--- src/rtl/bit4_add_pkg.sv ---
// Shared widths for the registered 4-bit adder and its helpers.
package bit4_add_pkg;
  localparam int ADD_W = 4;
  localparam int RES_W = ADD_W + 1;
endpackage

--- src/rtl/half_adder.sv ---
// Single-bit half adder: s = x ^ y, c = x & y.
// Purely combinational, zero latency, no flow control.
module half_adder (
  input  logic x,
  input  logic y,
  output logic s,
  output logic c
);
  assign s = x ^ y;
  assign c = x & y;
endmodule

--- src/rtl/bit4_full_adder.sv ---
// Registered 4-bit ripple-carry adder with carry-in; result appears one clock after a valid operand set.
// Accepts one operand set per clock with no backpressure; outputs hold when i_valid is low.
module bit4_full_adder
  import bit4_add_pkg::*;
(
  input  logic             i_clk,
  input  logic             i_rst,
  input  logic             i_valid,
  input  logic [ADD_W-1:0] i_a,
  input  logic [ADD_W-1:0] i_b,
  input  logic             i_cin,
  output logic [ADD_W-1:0] o_sum,
  output logic             o_carry,
  output logic             o_valid
);

  logic [ADD_W:0]   carry;
  logic [ADD_W-1:0] prop;
  logic [ADD_W-1:0] gen_ab;
  logic [ADD_W-1:0] gen_pc;
  logic [ADD_W-1:0] sum_comb;

  assign carry[0] = i_cin;

  // Each stage: first half adder combines the operand bits, second folds in the ripple carry.
  for (genvar k = 0; k < ADD_W; k++) begin : g_stage
    half_adder u_ha_ab (
      .x (i_a[k]),
      .y (i_b[k]),
      .s (prop[k]),
      .c (gen_ab[k])
    );
    half_adder u_ha_pc (
      .x (prop[k]),
      .y (carry[k]),
      .s (sum_comb[k]),
      .c (gen_pc[k])
    );
    assign carry[k+1] = gen_ab[k] | gen_pc[k];
  end

  logic [ADD_W-1:0] sum_d,   sum_q;
  logic             carry_d, carry_q;
  logic             valid_d, valid_q;

  always_comb begin
    sum_d   = sum_q;
    carry_d = carry_q;
    valid_d = 1'b0;
    if (i_valid) begin
      sum_d   = sum_comb;
      carry_d = carry[ADD_W];
      valid_d = 1'b1;
    end
  end

  always_ff @(posedge i_clk) begin
    if (i_rst) begin
      sum_q   <= '0;
      carry_q <= 1'b0;
      valid_q <= 1'b0;
    end else begin
      sum_q   <= sum_d;
      carry_q <= carry_d;
      valid_q <= valid_d;
    end
  end

  assign o_sum   = sum_q;
  assign o_carry = carry_q;
  assign o_valid = valid_q;

endmodule

--- config.mk ---
export PLATFORM = sky130hd
export DESIGN_NAME = bit4_full_adder
export DESIGN_NICKNAME = d
export VERILOG_FILES = /design/src/rtl/bit4_add_pkg.sv /design/src/rtl/half_adder.sv /design/src/rtl/bit4_full_adder.sv
export SDC_FILE = /design/constraint.sdc
export NUM_CORES = 1
export LEC_CHECK = 0
export BUFFER_PORTS_ARGS = -buffer_cell sky130_fd_sc_hd__buf_2
export CAP_MARGIN = 20
export CORE_AREA = 5 5 42 44
export CTS_CLUSTER_SIZE = 12
export DETAILED_ROUTE_END_ITERATION = 16
export DIE_AREA = 0 0 47 49
export SYNTH_ARGS = -nofsm -noshare
export SYNTH_HDL_FRONTEND = slang
export SYNTH_HIERARCHICAL = 1
export SYNTH_SLANG_ARGS = --single-unit
--- constraint.sdc ---
create_clock -name i_clk -period 6.25 [get_ports i_clk]
set_input_delay 0.9375 -clock i_clk [delete_from_list [all_inputs] [get_ports i_clk]]
set_output_delay 0.9375 -clock i_clk [all_outputs]
set_load 0.005 [all_outputs]
Word level (Yosys, flattened, before mapping)
Index checks and enable logic that the tools add are counted.
- multiplexer cells: 1
- bitwise logic cells: 20
- operators with widths (operator ; number):
    1-bit bitwise AND ; 8
    1-bit XOR ; 8
    1-bit bitwise OR ; 4
    1-bit 2-to-1 mux ; 1
- register bits: 6
- input port bits: 12
- output and inout bits: 6
- word-level logic and storage cells: 24

Longest topological paths before layout
Gate-level depths: netlist (run 1).
- depth in word-level cells: 9
- depth in mapped cells: 10
- depth with buffers taken out: 10

Modules after synthesis
Netlist (run 1), hierarchy kept.
- modules (own cells, without submodules) (module ; times used ; cells an instance ; area each (µm²) ; seq. area each (µm²)):
    bit4_full_adder ; 1 ; 22 ; 234.0 ; 120.1
    half_adder ; 8 ; 1 ; 12.5 ; 0.0

Worst setup path before layout (run 1)
Ideal clock, no wire load.
- kind: input -> register
- start: input port i_b[0]
- end: register sum_q[3] (netlist: o_sum[3])
- library setup time: 0.114 ns
- data arrival time: 3.031 ns
- required time: 6.136 ns
- slack: 3.104 ns
- cell stages on the path: 10
- buffers on the path: 0
- cell sequence: ha_1 ha_1 or2_2 ha_1 or2_2 ha_1 or2_2 ha_1 mux2i_1 nor2_1
- cells in the longest elaborated chain, start to end: 8
- elaborated cells between the ends (all ways): 9
- classes of those cells: bitwise: 9
- ends and longest elaborated chain (what ; RTL line ; text):
    start, declared ; bit4_full_adder.sv:10 ; input logic [ADD_W-1:0] i_b,
    1-bit XOR ; half_adder.sv:9 ; assign s = x ^ y;
    1-bit bitwise AND ; half_adder.sv:10 ; assign c = x & y;
    net gen_pc[0] ; bit4_full_adder.sv:20 ; logic [ADD_W-1:0] gen_pc;
    1-bit bitwise OR ; bit4_full_adder.sv:39 ; assign carry[k+1] = gen_ab[k] | gen_pc[k];
    net carry[1] ; bit4_full_adder.sv:17 ; logic [ADD_W:0] carry;
    1-bit bitwise AND ; half_adder.sv:10 ;
    net gen_pc[1] ; bit4_full_adder.sv:20 ;
    1-bit bitwise OR ; bit4_full_adder.sv:39 ;
    net carry[2] ; bit4_full_adder.sv:17 ;
    1-bit bitwise AND ; half_adder.sv:10 ;
    net gen_pc[2] ; bit4_full_adder.sv:20 ;
    1-bit bitwise OR ; bit4_full_adder.sv:39 ;
    net carry[3] ; bit4_full_adder.sv:17 ;
    1-bit XOR ; half_adder.sv:9 ;
    net sum_comb[3] ; bit4_full_adder.sv:21 ; logic [ADD_W-1:0] sum_comb;
    end signal, assigned ; bit4_full_adder.sv:63 ; sum_q <= sum_d;
    end, declared ; bit4_full_adder.sv:42 ; logic [ADD_W-1:0] sum_d, sum_q;
The timed path passes the listed nets, and every way through them passes these cells.
A chain may end at the register's enable or synchronous reset.

Worst setup path in the final report (run 1)
- start: input port i_b[0]
- end: register sum_q[3] (netlist: o_sum[3])
- cells in the longest elaborated chain, start to end: 8
- elaborated cells between the ends (all ways): 9
- classes of those cells: bitwise: 9
- ends and longest elaborated chain (what ; RTL line ; text):
    1-bit XOR ; half_adder.sv:9 ;
    net prop[0] ; bit4_full_adder.sv:18 ; logic [ADD_W-1:0] prop;
    1-bit bitwise AND ; half_adder.sv:10 ;
    net gen_pc[0] ; bit4_full_adder.sv:20 ;
    1-bit bitwise OR ; bit4_full_adder.sv:39 ;
    net carry[1] ; bit4_full_adder.sv:17 ;
    1-bit bitwise AND ; half_adder.sv:10 ;
    net gen_pc[1] ; bit4_full_adder.sv:20 ;
    1-bit bitwise OR ; bit4_full_adder.sv:39 ;
    net carry[2] ; bit4_full_adder.sv:17 ;
    1-bit bitwise AND ; half_adder.sv:10 ;
    net gen_pc[2] ; bit4_full_adder.sv:20 ;
    1-bit bitwise OR ; bit4_full_adder.sv:39 ;
    net carry[3] ; bit4_full_adder.sv:17 ;
    1-bit XOR ; half_adder.sv:9 ;
    net sum_comb[3] ; bit4_full_adder.sv:21 ;
The timed path passes the listed nets, and every way through them passes these cells.

==> results.ini, run 1 <==
[run_status]
outcome=completed

[clocking]
cts_setup_buffers=0
postCtsResizedCells=0
insertion_delay_ns=0.24
clk_pin_slew_ns=0.05
htree_num_levels=1
clock-root-buffer=sky130_fd_sc_hd__clkbuf_4
tritoncts=built
clock_path_buffers=2
post_cts_hold_buffer_count=0
cts_buffers=3
clkSinkCount=6

[routing]
drt_pass1_iterations=2
initialDrtViolationCount=1
routed-via-count=264
wl_per_cell_um=10.1
drc_errors=0
routed_via_density=4.06
antenna_violating_nets_post_route=0
routed_wirelength_um=658

[global_route]
track_usage_pct=6.55
wire_length_of_the_first_global_routing_pass_um=1010
first_global_vias=279
grt_start_max_net_pins=8
globalRoute.totalOverflow=0
initial_antenna_violation_count=0

[worst_setup_path]
crit_path_top_delay_cell=sky130_fd_sc_hd__or2_2
endpoint_kind=register
path_cells=buf_2, ha_1, ha_1, or2_2, ha_1, or2_2, ha_1, or2_2, ha_1, mux2i_1, nor2_1
worst_setup_path_start_kind=input pin
timing.critical_path.arrival_ns=3.21
slowest_delay_ns=0.29
cpMostUsedCell=sky130_fd_sc_hd__ha_1
path_class=input pin to register
critical_path_peak_fanout=1
crit_required_ns=6.38

[power]
static-leakage-power_uw=0.000251
power_switching_uw=24.9
swShare_pct=24.6
cellInternalPower_uw=76.3
power-per-cell-area_mw_per_mm2=225
peak_vdd_ir_mv=0.0847
pwr-share-comb_pct=22.2
total_power_draw_uw=101
pwr-share-clk_pct=34.6
power.sequential.fraction_pct=43.2

[placement]
place.gp.congestion=0.614
numPortBuffers=17
post_dp_cell_area_um2=428
dp_worst_setup_slack_ns=2.89
dpl.hpwl_um=550

[hold_path]
hold_path_class=register to register

[floorplanning]
initial_utilization_pct=23.8
die_footprint_mm2=0.00230
design.core.area_mm2=0.00140
row_count=14
die_height_um=49
horizontal_die_dimension_um=47
top_level_ports=18

[sta]
setup-violations-final=0
max_freq_mhz=324
fin_setup_tns_ns=0
post_route_skew_ns=0
layout_setup_ws_ns=3.16
post-route-min-period_ns=3.09
timing.final.hold_violations=0
relSlewSlack_pct=87.5
max_slew.worst_pin.slew_ns=0.187
rsz0062_at_grt=false
finalCritPeriodShare_pct=49.4
drv_slew=0

[yosys]
synthesis.area_um2=334
synth.yosys.seq_area_share_pct=36.0
synth.yosys.warnings=6
number_of_library_cell_types_mapped_by_synthesis=9
syn_area_per_cell_um2=11.1
number_of_cells_produced_by_synthesis=30
mappedNetlistNets=50
postSynthRegisterBits=6

[finish]
nNetsFinal=71
area_growth_syn_to_layout_pct=34.8
num_antenna_cells=0
design_area_um2=450
num-fill-cells=165
postLayoutCoreUtil_pct=32.1
drive_gt1_share_pct=51.0

[job]
max_cap_check_violation_count=0

cells in the mapped netlist:
| master | number | area (µm²) |
|---|---|---|
| sky130_fd_sc_hd__a211oi_2 | 1 | 12.5 |
| sky130_fd_sc_hd__nor2b_1 | 1 | 6.26 |
| sky130_fd_sc_hd__buf_6 | 1 | 11.3 |
| sky130_fd_sc_hd__nor2_1 | 5 | 18.8 |
| sky130_fd_sc_hd__mux2i_1 | 4 | 40.0 |
| sky130_fd_sc_hd__ha_1 | 8 | 100 |
| sky130_fd_sc_hd__or2_2 | 3 | 18.8 |
| sky130_fd_sc_hd__nor2_2 | 1 | 6.26 |
| sky130_fd_sc_hd__dfxtp_1 | 6 | 120 |
metrics by stage:
| stage | instances | hold WS, ns |
|---|---|---|
| floorplan | 30 | 0.482 |
| global placement | 62 | 0.471 |
| detailed placement | 62 | 0.483 |
| CTS | 65 | 0.491 |
| global route | 65 | 0.519 |
| finish | 65 | 0.482 |
layout make-up:
cell class	instances	area, µm²	area share [%]
multi-input combinational	23	203	45.0
sequential	6	120	26.7
timing repair buffer	17	85.1	18.9
clock buffer	3	22.5	5.00
tap	16	20.0	4.44
critical path: cells and delay by family:
family | cells | cell delay, ns
fa+ha+maj | 5 | 1.10
mux | 1 | 0.13
simple gates | 4 | 0.92
buf+inv | 1 | 0.10
path summary, 6_finish.rpt:
check             startpoint       end  slack [ns]  depth (start not counted)
setup / recovery      i_b[0]  o_sum[3]        3.16                         11
hold reg to reg     o_sum[2]  o_sum[2]        0.48                          2
setup reg to reg     o_carry   o_carry        5.63                          2
hold / removal      o_sum[2]  o_sum[2]        0.48                          2
sequential cells by signal, indices dropped and copies added (netlist names):
signal	count
o_carry	1
o_valid	1
o_sum	4
cells in the final DEF, fill, tap and decap left out:
cell type,Yosys,routed
sky130_fd_sc_hd__a211oi_2,1,1
sky130_fd_sc_hd__buf_2,0,17
sky130_fd_sc_hd__clkbuf_4,0,3
sky130_fd_sc_hd__dfxtp_1,6,6
sky130_fd_sc_hd__ha_1,8,8
sky130_fd_sc_hd__mux2i_1,4,4
sky130_fd_sc_hd__nor2_1,5,5
sky130_fd_sc_hd__nor2_2,1,1
sky130_fd_sc_hd__nor2b_1,1,1
sky130_fd_sc_hd__or2_2,3,3
cell families (layout without fill, tap and decap cells):
logic type / Yosys count / count (layout) / share of synthesized area, %
adder cells (fa/ha/maj): 8 / 8 / 30.0
buffers and inverters: 1 / 20 / 3.37
flip-flops: 6 / 6 / 36.0
AO/OA/AOI/OAI: 1 / 1 / 3.74
multiplexers: 4 / 4 / 12.0
AND/OR/NAND/NOR: 10 / 10 / 15.0
metal layers:
| metal | share of wire [%] | GRT usage [%] | up-vias |
|---|---|---|---|
| met1 | 40 | 5.95 | 112 |
| met2 | 49 | 10.2 | 9 |
| met4 | 0 | 5.53 | 0 |
| met3 | 11 | 3.32 | 0 |
| met5 | 0 | 0 | - |
| li1 | - | - | 143 |
power groups by stage:
stage | Sequential [µW] | Combinational (µW) | Clock [µW]
CTS | 43.8 | 23.5 | 37.1
floorplan | 44.9 | 12.9 | 0
global route | 44.2 | 26.3 | 39.1
detailed placement | 44.4 | 23.4 | 0
global placement | 44.2 | 22.3 | 0
finish | 43.7 | 22.5 | 35.0
Power figures use the tool's default switching activity.
==> run 2, diff against run 1 <==
Clock period 6.25 ns to 2.8 ns, I/O delays scaled along.
==> run 2 against run 1 <==
Against the previous run:
- clock skew stayed put
- critical path depth is the same
- hold slack lost 0.062 ns
- core utilization unchanged
- cell count did not move
==> results.ini, run 2 (same netlist as run 1, synthesis figures left out) <==
[power]
power-per-cell-area_mw_per_mm2=501  ; was 225 mW/mm²
peak_vdd_ir_mv=0.182  ; was 0.0847 mV
power.sequential.fraction_pct=43.3  ; was 43.2%
pwr-share-clk_pct=34.8  ; was 34.6%
power_switching_uw=55.6  ; was 24.9 µW
swShare_pct=24.6  ; about the same
static-leakage-power_uw=0.000251  ; unchanged
cellInternalPower_uw=170  ; was 76.3 µW
pwr-share-comb_pct=22.0  ; was 22.2%

[hold_path]
hold_path_class=input pin to register  ; was register to register
timing.hold.worst.start=i_rst  ; was o_sum[2]

[floorplanning]
die_height_um=49  ; unchanged
row_count=14  ; unchanged
horizontal_die_dimension_um=47  ; unchanged
die_footprint_mm2=0.00230  ; unchanged
initial_utilization_pct=23.8  ; unchanged
top_level_ports=18  ; unchanged
design.core.area_mm2=0.00140  ; unchanged

[sta]
max_slew.worst_pin.slew_ns=0.189  ; was 0.187 ns
rsz0062_at_grt=false  ; unchanged
timing.final.hold_violations=0  ; unchanged
finalCritPeriodShare_pct=91.6
drv_slew=0  ; unchanged
fin_setup_tns_ns=0  ; unchanged
layout_setup_ws_ns=0.236  ; was 3.16 ns
post_route_worst_hold_slack_ns=0.420  ; was 0.482 ns
post-route-min-period_ns=2.56
setup-violations-final=0  ; unchanged
relSlewSlack_pct=87.4  ; was 87.5%
post_route_skew_ns=0  ; unchanged
max_freq_mhz=390

[routing]
drt_pass1_iterations=1  ; was 2
wirelength_met1_um=260  ; was 266 µm
routed_via_density=4.09  ; was 4.06
wl_per_cell_um=9.72  ; was 10.1 µm
antenna_violating_nets_post_route=0  ; unchanged
routed-via-count=266  ; was 264
dr_wl_met3_um=66  ; was 71 µm
drc_errors=0  ; unchanged
routed_wirelength_um=632  ; was 658 µm
uppermost_signal_routing_layer_after_detailed_routing=met3  ; unchanged
initialDrtViolationCount=0  ; was 1
total_met2_wirelength_after_detailed_routing_um=305  ; was 320 µm

[clocking]
htree_num_levels=1  ; unchanged
postCtsResizedCells=0  ; unchanged
insertion_delay_ns=0.24  ; about the same
cts_buffers=3  ; unchanged
tritoncts=built  ; unchanged
clkSinkCount=6  ; unchanged
cts_setup_buffers=0  ; unchanged
post_cts_hold_buffer_count=0  ; unchanged
clock-root-buffer=sky130_fd_sc_hd__clkbuf_4  ; unchanged
clock_path_buffers=2  ; unchanged
clk_pin_slew_ns=0.04  ; was 0.05 ns

[finish]
design_area_um2=450  ; unchanged
sequential_cell_area_um2=120  ; unchanged
area_growth_syn_to_layout_pct=34.8  ; unchanged
postLayoutCoreUtil_pct=32.1  ; unchanged
drive_gt1_share_pct=51.0  ; unchanged
largest_register_ffs=4  ; unchanged
num_antenna_cells=0  ; unchanged
num-fill-cells=164  ; was 165
mostFrequentLayoutCells=sky130_fd_sc_hd__buf_2, sky130_fd_sc_hd__ha_1, sky130_fd_sc_hd__dfxtp_1, sky130_fd_sc_hd__nor2_1, sky130_fd_sc_hd__mux2i_1  ; unchanged
most_common_cell_after_layout_fill_and_taps_aside=sky130_fd_sc_hd__buf_2  ; unchanged
nNetsFinal=71  ; unchanged
multi_input_comb_area_um2=203  ; unchanged

[global_route]
grt_start_max_net_pins=8  ; unchanged
wire_length_of_the_first_global_routing_pass_um=1080  ; was 1010 µm
globalRoute.totalOverflow=0  ; unchanged
initial_antenna_violation_count=0  ; unchanged
first_global_vias=268  ; was 279
track_usage_pct=6.77  ; was 6.55%

[run_status]
outcome=completed  ; unchanged

[placement]
dp_worst_setup_slack_ns=-0.0420  ; was 2.89 ns
dpl.hpwl_um=530  ; was 550 µm
numPortBuffers=17  ; unchanged
post_dp_cell_area_um2=428  ; unchanged
place.gp.congestion=0.611  ; was 0.614

[worst_setup_path]
endpoint_kind=register  ; unchanged
critical_path_peak_fanout=1  ; unchanged
reg2reg_from=o_carry  ; unchanged
worst_setup_path_start_kind=input pin  ; unchanged
path_class=input pin to register  ; unchanged
timing.critical_path.arrival_ns=2.69  ; was 3.21 ns
critical_path.startpoint=i_b[0]  ; unchanged
crit_required_ns=2.93  ; was 6.38 ns

[job]
max_cap_check_violation_count=0  ; unchanged

## run 2: area by class of cell
cell class,count,area share (%)
Tap cell,16,4.44
Clock buffer,3,5.00
Sequential cell,6,26.7
Timing Repair Buffer,17,18.9
Multi-Input combinational cell,23,45.0
## run 2: final timing paths
path              end  slack [ns]  cells after the start
max          o_sum[3]        0.24                     11
min           o_carry        0.42                      2
max reg2reg   o_carry        2.18                      2
min reg2reg  o_sum[2]        0.48                      2
## run 2: routing by layer
metal / vias up / track usage, %
li1: 142 / -
met1: 115 / 7.51
met2: 9 / 9.05
met3: 0 / 3.69
met4: 0 / 5.53
met5: - / 0
## run 2: power groups by stage
stage,Clock [µW],Sequential (µW),Combinational (µW)
2_1_floorplan,0,100,28.8
3_3_place_gp,0,98.8,49.7
3_5_place_dp,0,99.3,51.2
4_1_cts,84.0,97.8,51.5
5_1_grt,89.8,98.7,58.9
6_report,78.4,97.6,49.5
## run 2: critical path, cell delays in order
cell and delay, ns:
sky130_fd_sc_hd__buf_2 0.10, sky130_fd_sc_hd__ha_1 0.29, sky130_fd_sc_hd__ha_1 0.17, sky130_fd_sc_hd__or2_2 0.29, sky130_fd_sc_hd__ha_1 0.19, sky130_fd_sc_hd__or2_2 0.29
sky130_fd_sc_hd__ha_1 0.19, sky130_fd_sc_hd__or2_2 0.29, sky130_fd_sc_hd__ha_1 0.29, sky130_fd_sc_hd__mux2i_1 0.13, sky130_fd_sc_hd__nor2_1 0.05
## run 2: per-stage QoR
| stage | power [µW] | cells |
|---|---|---|
| 5_1_grt | 247 | 65 |
| 4_1_cts | 233 | 65 |
| 3_3_place_gp | 149 | 62 |
| 2_1_floorplan | 129 | 30 |
| 6_report | 226 | 65 |
| 3_5_place_dp | 151 | 62 |
